[src/rtl/fft_1d_8_in_buf_pkg.sv]
// Shared sizes and packing helper for the 8-point FFT input buffer.
// Frames are flat buses with sample k in bits [k*DATA_W +: DATA_W].
package fft_1d_8_in_buf_pkg;

  localparam int FFT_DATA_W = 16;
  localparam int FFT_N_PT   = 8;
  localparam int FFT_IDX_W  = 3;

  typedef logic [FFT_DATA_W-1:0] sample_t;

  function automatic int slot_lo(input int k, input int width);
    return k * width;
  endfunction

endpackage

[src/rtl/fft_1d_8_in_bank.sv]
// One frame of re/im sample storage with an indexed write port and a flat read.
// Contents are deliberately not reset; the full flags in the parent qualify them.
module fft_1d_8_in_bank
  import fft_1d_8_in_buf_pkg::*;
#(
  parameter int DATA_W = FFT_DATA_W,
  parameter int N_PT   = FFT_N_PT,
  parameter int IDX_W  = FFT_IDX_W
) (
  input  logic                   clk,
  input  logic                   we,
  input  logic [IDX_W-1:0]       idx,
  input  logic [DATA_W-1:0]      wr_re,
  input  logic [DATA_W-1:0]      wr_im,
  output logic [N_PT*DATA_W-1:0] rd_re,
  output logic [N_PT*DATA_W-1:0] rd_im
);

  logic [DATA_W-1:0] mem_re [N_PT];
  logic [DATA_W-1:0] mem_im [N_PT];

  always_ff @(posedge clk) begin
    if (we) begin
      mem_re[idx] <= wr_re;
      mem_im[idx] <= wr_im;
    end
  end

  for (genvar k = 0; k < N_PT; k++) begin : g_read
    assign rd_re[slot_lo(k, DATA_W) +: DATA_W] = mem_re[k];
    assign rd_im[slot_lo(k, DATA_W) +: DATA_W] = mem_im[k];
  end

endmodule

[src/rtl/fft_1d_8_in_buf.sv]
// Serial-to-parallel ping-pong frame buffer feeding the 8-point FFT core.
// Frames whose s_last does not land on the 8th sample are dropped and flagged.
module fft_1d_8_in_buf
  import fft_1d_8_in_buf_pkg::*;
#(
  parameter int DATA_W = FFT_DATA_W,
  parameter int N_PT   = FFT_N_PT
) (
  input  logic                   clk,
  input  logic                   rst_n,
  input  logic                   s_valid,
  output logic                   s_ready,
  input  logic [DATA_W-1:0]      s_re,
  input  logic [DATA_W-1:0]      s_im,
  input  logic                   s_last,
  output logic                   f_valid,
  input  logic                   f_ready,
  output logic [N_PT*DATA_W-1:0] f_re,
  output logic [N_PT*DATA_W-1:0] f_im,
  output logic                   frame_err
);

  localparam int IDX_W = $clog2(N_PT);
  localparam logic [IDX_W-1:0] LAST_IDX = IDX_W'(N_PT - 1);

  logic [1:0]             full;
  logic                   wr_bank;
  logic                   rd_bank;
  logic [IDX_W-1:0]       wr_idx;
  logic [N_PT*DATA_W-1:0] bank_re [2];
  logic [N_PT*DATA_W-1:0] bank_im [2];
  logic [N_PT*DATA_W-1:0] hold_re;
  logic [N_PT*DATA_W-1:0] hold_im;

  logic accept;
  logic consume;
  logic at_end;
  logic good_close;
  logic bad_close;

  assign s_ready    = ~full[wr_bank];
  assign f_valid    = full[rd_bank];
  assign accept     = s_valid & s_ready;
  assign consume    = f_valid & f_ready;
  assign at_end     = (wr_idx == LAST_IDX);
  assign good_close = accept & s_last & at_end;
  assign bad_close  = accept & (s_last ^ at_end);

  // A partial frame still lands in the bank; it is simply never marked full.
  for (genvar b = 0; b < 2; b++) begin : g_bank
    fft_1d_8_in_bank #(
      .DATA_W (DATA_W),
      .N_PT   (N_PT),
      .IDX_W  (IDX_W)
    ) u_bank (
      .clk   (clk),
      .we    (accept & (wr_bank == 1'(b))),
      .idx   (wr_idx),
      .wr_re (s_re),
      .wr_im (s_im),
      .rd_re (bank_re[b]),
      .rd_im (bank_im[b])
    );
  end

  // Between frames the output shows the last presented frame, or zero after reset.
  assign f_re = f_valid ? bank_re[rd_bank] : hold_re;
  assign f_im = f_valid ? bank_im[rd_bank] : hold_im;

  always_ff @(posedge clk or negedge rst_n) begin
    if (!rst_n) begin
      full      <= '0;
      wr_bank   <= 1'b0;
      rd_bank   <= 1'b0;
      wr_idx    <= '0;
      frame_err <= 1'b0;
      hold_re   <= '0;
      hold_im   <= '0;
    end else begin
      frame_err <= bad_close;
      if (accept) begin
        wr_idx <= (good_close | bad_close) ? '0 : wr_idx + 1'b1;
      end
      // Close and consume always target different banks, so both may fire.
      if (good_close) begin
        full[wr_bank] <= 1'b1;
        wr_bank       <= ~wr_bank;
      end
      if (consume) begin
        full[rd_bank] <= 1'b0;
        rd_bank       <= ~rd_bank;
      end
      if (f_valid) begin
        hold_re <= bank_re[rd_bank];
        hold_im <= bank_im[rd_bank];
      end
    end
  end

endmodule

[config.mk]
export PLATFORM = sky130hd
export DESIGN_NAME = fft_1d_8_in_buf
export DESIGN_NICKNAME = d
export VERILOG_FILES = /design/src/rtl/fft_1d_8_in_buf_pkg.sv /design/src/rtl/fft_1d_8_in_bank.sv /design/src/rtl/fft_1d_8_in_buf.sv
export SDC_FILE = /design/constraint.sdc
export NUM_CORES = 1
export LEC_CHECK = 0
export CAP_MARGIN = 5
export CORE_AREA = 4 4 224 226
export CTS_BUF_LIST = sky130_fd_sc_hd__clkbuf_2
export DETAILED_ROUTE_END_ITERATION = 12
export DIE_AREA = 0 0 228 230
export PLACE_DENSITY = 0.81
export RECOVER_POWER = 50
export SYNTH_ARGS = -nofsm -noshare
export SYNTH_HDL_FRONTEND = slang
export SYNTH_HIERARCHICAL = 1
export SYNTH_SLANG_ARGS = --single-unit
export TNS_END_PERCENT = 100
[constraint.sdc]
create_clock -name clk -period 3.65 [get_ports clk]
set_clock_uncertainty 0.1 [all_clocks]
set_input_delay 0.73 -clock clk [delete_from_list [all_inputs] [get_ports clk]]
set_output_delay 0.73 -clock clk [all_outputs]
set_load 0.01 [all_outputs]
* Word-level counts from Yosys, hierarchy flattened
Memory sizes are Yosys's and may differ from the RTL's.
Index checks and enable logic that the tools add are counted.
** Storage, ports and cells
- Register bits :: 264
- Output and inout port bits :: 259
- Logic and storage cells :: 59
- Memories kept :: 4
- Bits in writable memories :: 512
** Cells by class
- $lt $le $gt $ge :: 5
- Add/sub/neg operators :: 1
- Reduce and logical (&&, ||, !) cells :: 2
- Bitwise logic cells :: 16
- Mux-type cells :: 23
- Eq/ne operators :: 1
** Memories
- g_bank[0].u_bank.mem_im :: words 8, bits a word 16, read ports 8, clocked after Yosys merged registers in 0, wr ports 1, RTL line fft_1d_8_in_bank.sv:20 : logic [DATA_W-1:0] mem_im [N_PT];
- g_bank[0].u_bank.mem_re :: words 8, bits a word 16, read ports 8, clocked after Yosys merged registers in 0, wr ports 1, RTL line fft_1d_8_in_bank.sv:19 : logic [DATA_W-1:0] mem_re [N_PT];
- g_bank[1].u_bank.mem_im :: words 8, bits a word 16, read ports 8, clocked after Yosys merged registers in 0, wr ports 1, RTL line fft_1d_8_in_bank.sv:20
- g_bank[1].u_bank.mem_re :: words 8, bits a word 16, read ports 8, clocked after Yosys merged registers in 0, wr ports 1, RTL line fft_1d_8_in_bank.sv:19
** Operators by type and width (count)
- $mux 128 :: 8
- $mux 1 :: 10
- $and 1x1->1 :: 7
- $lt 1x2->1 const B :: 2
- $mux 2 :: 2
- $add 3x1->3 const B :: 1
- $eq 3x3->1 const B :: 1
- $mux 3 :: 1
- $not 1->1 :: 3
- $and 2x2->2 :: 1
- $demux 1 s1 :: 2
- $ge 1x1->1 const B :: 2
- $ge 2x2->1 const B :: 1
- $logic_and 1x1->1 :: 2
- $not 1->2 :: 1
- $not 2->2 :: 1
- $or 2x2->2 :: 1
- $or 1x1->1 :: 1
- $xor 1x1->1 :: 1

* Depth between registers and ports, before layout
- Depth after elaboration :: 9
- Depth in mapped cells :: 8
- Mapped depth without buffers :: 4

* Modules after synthesis
The synthesis kept the hierarchy.
** Modules (own cells, without submodules)
- fft_1d_8_in_bank :: sequential area each 7687.4 sq um, cells an instance 264, area each 7783.7 sq um, instances 2
- fft_1d_8_in_buf :: sequential area each 6606.3 sq um, cells an instance 1143, area each 12075.3 sq um, instances 1

* Least setup slack after synthesis
No wires, ideal clock.
- Kind :: input-to-reg
- Start point :: input s_valid
- End point :: memory g_bank[0].u_bank/mem_im[0][0] (netlist bit), enable pin
- Path buffers :: 0
- Required time :: 3.110 ns
- Library setup time :: 0.440 ns
- Setup slack :: 0.062 ns
- Cell stages on the path :: 2
- Data arrival time :: 3.048 ns
- Path through :: nor3b_1 > nor4b_2
** Between the ends
- Cells in the longest elaborated chain, start to end :: 4
** Ends and longest elaborated chain
- start, declared :: RTL line fft_1d_8_in_buf.sv:11 : input logic s_valid,
- $and 1x1->1 :: RTL line fft_1d_8_in_buf.sv:43 : assign accept = s_valid & s_ready;
- $and 1x1->1 :: RTL line fft_1d_8_in_buf.sv:57 : .we (accept & (wr_bank == 1'(b))),
- $mux 1 :: RTL line fft_1d_8_in_bank.sv:23 : if (we) begin
- $mux 1 (implied by the code) :: RTL line fft_1d_8_in_bank.sv:25 : mem_im[idx] <= wr_im;
- end, declared :: RTL line fft_1d_8_in_bank.sv:20
Every way passes these cells.

* Final worst setup path
- Start point :: register rd_bank
- End point :: output f_im[42]
** Between the ends
- Cells in the longest elaborated chain, start to end :: 5
- Elaborated cells between the ends (all ways) :: 7
- Those cells by class :: mux: 6; bitwise: 1
** Ends and longest elaborated chain
- start, declared :: RTL line fft_1d_8_in_buf.sv:28 : logic rd_bank;
- start signal, assigned :: RTL line fft_1d_8_in_buf.sv:91 : rd_bank <= ~rd_bank;
- $not 1->2 (implied by the code) :: RTL line fft_1d_8_in_buf.sv:68 : assign f_im = f_valid ? bank_im[rd_bank] : hold_im;
- $mux 128 (implied by the code) (3 in series) :: RTL line fft_1d_8_in_buf.sv:68
- $mux 128 *
- end, declared :: RTL line fft_1d_8_in_buf.sv:19 : output logic [N_PT*DATA_W-1:0] f_im,
Every way passes the cells marked *; elsewhere a longest branch is shown, timed or not. The select of a mux whose other input is x is not followed.

==> impl_metrics.toml <==
[outcome]
outcome = "finished, violations left"
violations = "capacitance limit, slew limit, setup timing"

[setup_path]
critPathMaxFanout = 8
path_depth = 12
rrSetupSlack_ns = -0.59
crit_family = "buffers and inverters"
setup.worst_path.class = "reg2out"
critPathArrivalTime_ns = 3.45
end_kind = "primary output"
slowest_stage = "dfrtp_4"
slowest_delay_ns = 0.52
critical_path_buf_inv_count = 9
reg2reg_depth = 29
worstSetupStartpointType = "flop"
cp_common_cell = "buf_4"
worstPathRequired_ns = 2.82
crit_chain = "mux2i_4, buf_12, buf_16, buf_4, buf_12, buf_6, buf_16, buf_4, buf_4, nand2_2, o21ai_2, buf_2"

[sta]
final.min_clock_period_ns = 4.28
slew_viol_final = 193
finalCritPeriodShare_pct = 117
rsz0062_at_grt = "yes"
final-hold-violation-count = 0
whs_ns = 0.347
layout_setup_ws_ns = -0.632
tightest_slew_ns = 1.84
fmax_ghz = 0.234
relSlewSlack_pct = -22.6
setup_viol = 259

[power]
power_switching_mw = 5.63
switching_share_pct = 28.9
clockPowerShare_pct = 29.9
comb_power_share_pct = 17.2
ir_drop_v = 0.000426
leakagePower_nw = 14.4
power.internal_mw = 13.9
powerDensity_nw_per_um2 = 556
p_seq_share_pct = 52.8

[yosys]
post-synth-top-area-cell = "edfxtp_1"
synth_simple_gate_area_share_pct = 4.44
synthXorXnorAreaFrac_pct = 0.0317
synthTopCellsByArea = "edfxtp_1, dfrtp_1, mux2i_1"
synth_top_family_by_area = "multiplexers"
yosysMostFrequentCell = "edfxtp_1"
synth.distinct_cells = 30
synth_common_cells = "edfxtp_1, dfrtp_1, nand2_1, mux2i_1, o21ai_0"
syn_inst = 1671
ys_async_sr_fraction_pct = 34.0
synth_fa_ha_area_share_pct = 0.0905
muxShareOfSynthArea_pct = 9.51
synth-compound-area-share_pct = 4.73
ys_seq_area_share_pct = 79.5
synthFlopType = "edfxtp_1"
yosysWarnings = 6
syn_nets = 1710
synth_area_um2 = 27600
avgSynthCellArea_um2 = 16.5
ys_seq_elements = 776
synth_top_area_share_pct = 55.6
synth_edf_count = 512

[route]
ant_nets = 0
drc = 0
vias = 17420
drt_wl_total_um = 75200
drtIter0Drc = 1625
wl_per_cell_um = 24.8
dr.pass1.iters = 5
via_per_inst = 5.75

[floorplanning]
fp.coreArea_um2 = 48300
die_h_um = 230
ioPinCount = 296
dieArea_um2 = 52400
start_util_pct = 57.2
rows = 81
fp.dieW_um = 228

[grt]
grt.total_usage_pct = 28.0
overflow = 0
grt_first_pass_wirelength_um = 110000
antenna_found_initial = 6
grt_pass1_vias = 18083
grt_max_degree = 67

[finish]
n_fill_cell = 2888
utilization_pct = 72.6
final_nets = 2280
syn2layout_area_growth_pct = 26.9
drive_gt1_share_pct = 34.6

[clock_tree]
root_buffer = "clkbuf_2"
clk_pin_slew_ns = 0.13
htreeDepth = 4
cts_made_buffers = 184
cts_sinks = 776
insertion_delay_ns = 1.37
cts_tree = "built"
cts_max_path_buffers = 3

[min_path]
hp-class = "in2reg"
min_path_cells = 1

[place]
io_buffers = 295
hpwl_um = 37300
gp_congestion = 0.801

[flow_run]
max_cap_viol_count = 3
-- registers in the layout, indices dropped and copies added (netlist names), 2 cells and up --
signal,flops
hold_im,128
wr_idx,3
hold_re,128
g_bank.u_bank/mem_im,256
g_bank.u_bank/mem_re,256
full,2
-- layer usage --
metal  up-vias  track usage, %  share of wire (%)
met2      1028            45.3                 50
met1      8750            37.1                 39
met3       182            7.90                8.7
met4         4            10.0                3.2
li1       7456               -                  -
met5         -               0              0.035
-- cells by family (layout without fill, tap and decap cells) --
| group | after synthesis | after routing |
|---|---|---|
| compound gates | 260 | 260 |
| xor+xnor | 1 | 1 |
| fa+ha+maj | 2 | 2 |
| buf+inv | 86 | 815 |
| flops | 776 | 776 |
| mux | 261 | 261 |
| other cells | 0 | 6 |
| simple gates | 285 | 285 |
-- power groups by stage --
stage / clock network [mW] / registers, mW / logic, mW
detailed placement: 0 / 10.5 / 3.01
finish: 5.84 / 10.3 / 3.36
global route: 6.47 / 10.4 / 3.56
CTS: 5.87 / 10.3 / 3.32
floorplan: 0 / 10.4 / 1.38
global placement: 0 / 10.4 / 2.94
-- cell type report --
type,count,area (µm²),area share [%]
inverters,1,3.75,0.0107
clock buffers,306,1530,4.37
flip-flops and latches,776,22000,62.7
repair buffers,469,4610,13.1
clock inverters,39,248,0.706
well taps,622,778,2.22
multi-input cells,809,5910,16.8
diodes,6,15.0,0.0428
-- per-stage QoR --
stage          area (µm²)  TNS, ns  worst slack [ns]  std cells  total power [mW]
6_report            35100   -80.43            -0.632       3028              19.5
5_1_grt             35100  -129.92            -0.803       3025              20.4
4_1_cts             35000  -139.81            -0.782       3013              19.5
3_5_place_dp        31400        0             0.428       2542              13.5
3_3_place_gp        31400        0             0.472       2542              13.4
2_1_floorplan       27600        0            0.0620       1671              11.8
-- placed cells by master, fill, tap and decap left out, drive strengths merged, types with 2 or more instances in the layout --
master / Yosys / layout
o21ai: 256 / 256
clkdlybuf4s50: 0 / 47
mux2: 3 / 3
inv: 1 / 4
ha: 2 / 2
clkdlybuf4s15: 0 / 7
clkbuf: 25 / 364
clkinv: 0 / 30
and4b: 6 / 6
nand2: 260 / 260
dlygate4sd3: 0 / 39
dlymetal6s2s: 0 / 18
and4: 2 / 2
bufinv: 0 / 3
dlygate4sd2: 0 / 24
diode: 0 / 6
nor3b: 3 / 3
mux2i: 258 / 258
a21o: 2 / 2
dfrtp: 264 / 264
buf: 60 / 269
edfxtp: 512 / 512
and4bb: 6 / 6
nor4b: 2 / 2
clkinvlp: 0 / 3
bufbuf: 0 / 7
-- path summary, 6_finish.rpt --
path	startpoint	end
max reg2reg	rd_bank	hold_im[34]
max	rd_bank	f_im[42]
min in group asynchronous	rst_n	hold_im[28]
min reg2reg	hold_re[61]	hold_re[61]
max in group asynchronous	rst_n	hold_im[119]
min	s_im[3]	g_bank[1].u_bank/mem_im[1][3]
-- repair_timing --
action                                 CTS  global route
buffers inserted                        91             4
setup endpoints to repair              258           260
pin swaps                               16             2
resized for setup                      751           299
endpoints found under the hold margin  272             0
cloned                                  28             6
hold buffers                             8             0
No activity file was read; power rests on OpenSTA's default activity.
==> RTL edit (same settings) <==
Change the package constant `FFT_DATA_W` from 16 to 12.
--- a/src/rtl/fft_1d_8_in_buf_pkg.sv
+++ b/src/rtl/fft_1d_8_in_buf_pkg.sv
@@ -3,5 +3,5 @@
 package fft_1d_8_in_buf_pkg;
 
-  localparam int FFT_DATA_W = 16;
+  localparam int FFT_DATA_W = 12;
   localparam int FFT_N_PT   = 8;
   localparam int FFT_IDX_W  = 3;
Ports: changed (resized f_im, f_re, s_im and s_re); port bits go from 296 to 224. No check against the original RTL was run, so the function may have changed too.
==> RTL edit against the unedited design <==
The flow finishes with violations (negative setup slack); sequential cell count is 192 lower; worst setup slack better by 500 ps; sequential share of layout area is 0.76 points higher; synthesized area is 24% lower; via count is 28% lower; final area is 26% lower; total power is 26% lower; die area stayed put; critical path depth is 6 lower; routed wire length is 28% lower; utilization is 19 points lower.
==> RTL edit: results (changes against the unedited design) <==
vias after detailed routing=12,500 (was 17,400); Comb group=2.28 mW (was 3.36 mW); first-iteration detailed-routing DRC count=968 (was 1,625); worst slack at placement=464 ps (was 428 ps); top post-synthesis cells by count=sky130_fd_sc_hd__edfxtp_1, sky130_fd_sc_hd__dfrtp_1, sky130_fd_sc_hd__nand2_1, sky130_fd_sc_hd__mux2i_1, sky130_fd_sc_hd__o21ai_0 (unchanged); registers with the most flip-flops=g_bank.u_bank/mem_im: 192 flops, g_bank.u_bank/mem_re: 192 flops (was g_bank.u_bank/mem_im: 256 flops, g_bank.u_bank/mem_re: 256 flops); clock power share=0.306 (was 0.299); worst min-delay path class=reg2reg (was in2reg); number of global-route vias before repair=13,100 (was 18,100); hold path cells=2 (was 1); end point of the worst hold path=hold_im[53] (was g_bank[1].u_bank/mem_im[1][3]); number of enable flip-flop cells after synthesis=384 (was 512); slack of the worst reg-to-reg path=1220 ps (was -590 ps); synth top area cells=sky130_fd_sc_hd__edfxtp_1, sky130_fd_sc_hd__dfrtp_1, sky130_fd_sc_hd__mux2i_1, sky130_fd_sc_hd__nand2_1, sky130_fd_sc_hd__o21ai_0 (was sky130_fd_sc_hd__edfxtp_1, sky130_fd_sc_hd__dfrtp_1, sky130_fd_sc_hd__mux2i_1, sky130_fd_sc_hd__o21ai_0, sky130_fd_sc_hd__nand2_1); post-detailed-route wirelength per cell=22.5 um (was 24.8 um); reg-to-reg critical path endpoint=g_bank[0].u_bank/mem_im[7][0] (was hold_im[34]); number of antenna violations at the first check in global routing=3 (was 6); fraction of final layout cells with drive strength greater than 1=0.343 (was 0.346); Psw=4.16 mW (was 5.63 mW); Post CTS Setup Buffer Count=8 (was 91); failing checks=negative setup slack (was max-capacitance violations, max-slew violations, negative setup slack); Resize count post-CTS=606 (was 751); static leakage=10.3 nW (was 14.4 nW); async set-reset flop share out of synthesis=0.342 (was 0.340); hold-fix buffer count after cts=7 (was 8); global routing usage summed across all routing layers=0.199 (was 0.280); clock-pin transition on the worst setup and hold timing paths=90 ps (was 130 ps); R2R depth=3 (was 29); Hold Slack=373 ps (was 347 ps); worst r2r src=full[0] (was rd_bank); worst path setup slack after routing=-136 ps (was -632 ps); maximum number of pins on one net before global-route repair=83 (was 67); transition time at the pin with the least slew margin=1250 ps (was 1840 ps); placed wire-length estimate=28.4 mm (was 37.3 mm); GR Layer Usage met3=0.0601 (was 0.0790); final weighted congestion in routability-driven placement=0.783 (was 0.801); critical path peak fanout=26 (was 8); syn nets=1,297 (was 1,710); global-route wire length before repair=77.8 mm (was 110 mm); worst-skew pair later-pin latency=1260 ps (was 1370 ps); run status=finished, violations left (unchanged); final count of negative-setup-slack endpoints=93 (was 259); met2 Use GR=0.322 (was 0.453)
==> RTL edit: kinds of logic after synthesis <==
| group | synth area share |
|---|---|
| muxes | 0.0951 |
| adders and majority gates | 0.00120 |
| AOI/OAI and AO/OA | 0.0472 |
| and+or+nand+nor | 0.0472 |
| buffers and inverters | 0.0175 |
| xor gates and xnor gates | 0.000419 |
| DFF | 0.791 |
==> RTL edit: worst max-delay path by stage <==
stage | start | to | slack [ps] | cells after the start
2_1_floorplan | s_valid | g_bank[0].u_bank/mem_im[0][0] | 510 | 2
3_3_place_gp | s_valid | g_bank[0].u_bank/mem_im[7][3] | 450 | 4
3_5_place_dp | s_valid | g_bank[0].u_bank/mem_im[7][7] | 460 | 4
4_1_cts | rd_bank | f_im[23] | -450 | 5
5_1_grt | rd_bank | f_im[85] | -380 | 6
6_report | rd_bank | f_im[70] | -140 | 6
==> RTL edit: metal layers <==
metal,vias up,routed length (um),share of wire
li1,5578,-,-
met2,524,26200,0.49
met5,-,15,0.00028
met1,6277,22500,0.42
met4,2,1540,0.029
met3,103,3600,0.067
==> RTL edit: metrics by stage <==
stage / TNS (ps) / util / instances / instance area, sq um
2_1_floorplan: 0 / - / 1266 / 20900
6_report: -5820 / 0.539 / 2396 / 26100
4_1_cts: -67820 / 0.539 / 2380 / 26100
3_3_place_gp: 0 / 0.496 / 2082 / 24000
3_5_place_dp: 0 / 0.496 / 2082 / 24000
5_1_grt: -48460 / 0.539 / 2396 / 26100
==> RTL edit: cell type report <==
type                    instances  area [sq um]
well taps                     622           778
flip-flops and latches        584         16500
multi-input cells             617          4570
clock buffers                 229          1150
diodes                          2          5.00
repair buffers                299          2790
inverters                       1          3.75
fillers                      3812         22300
clock inverters                42           243
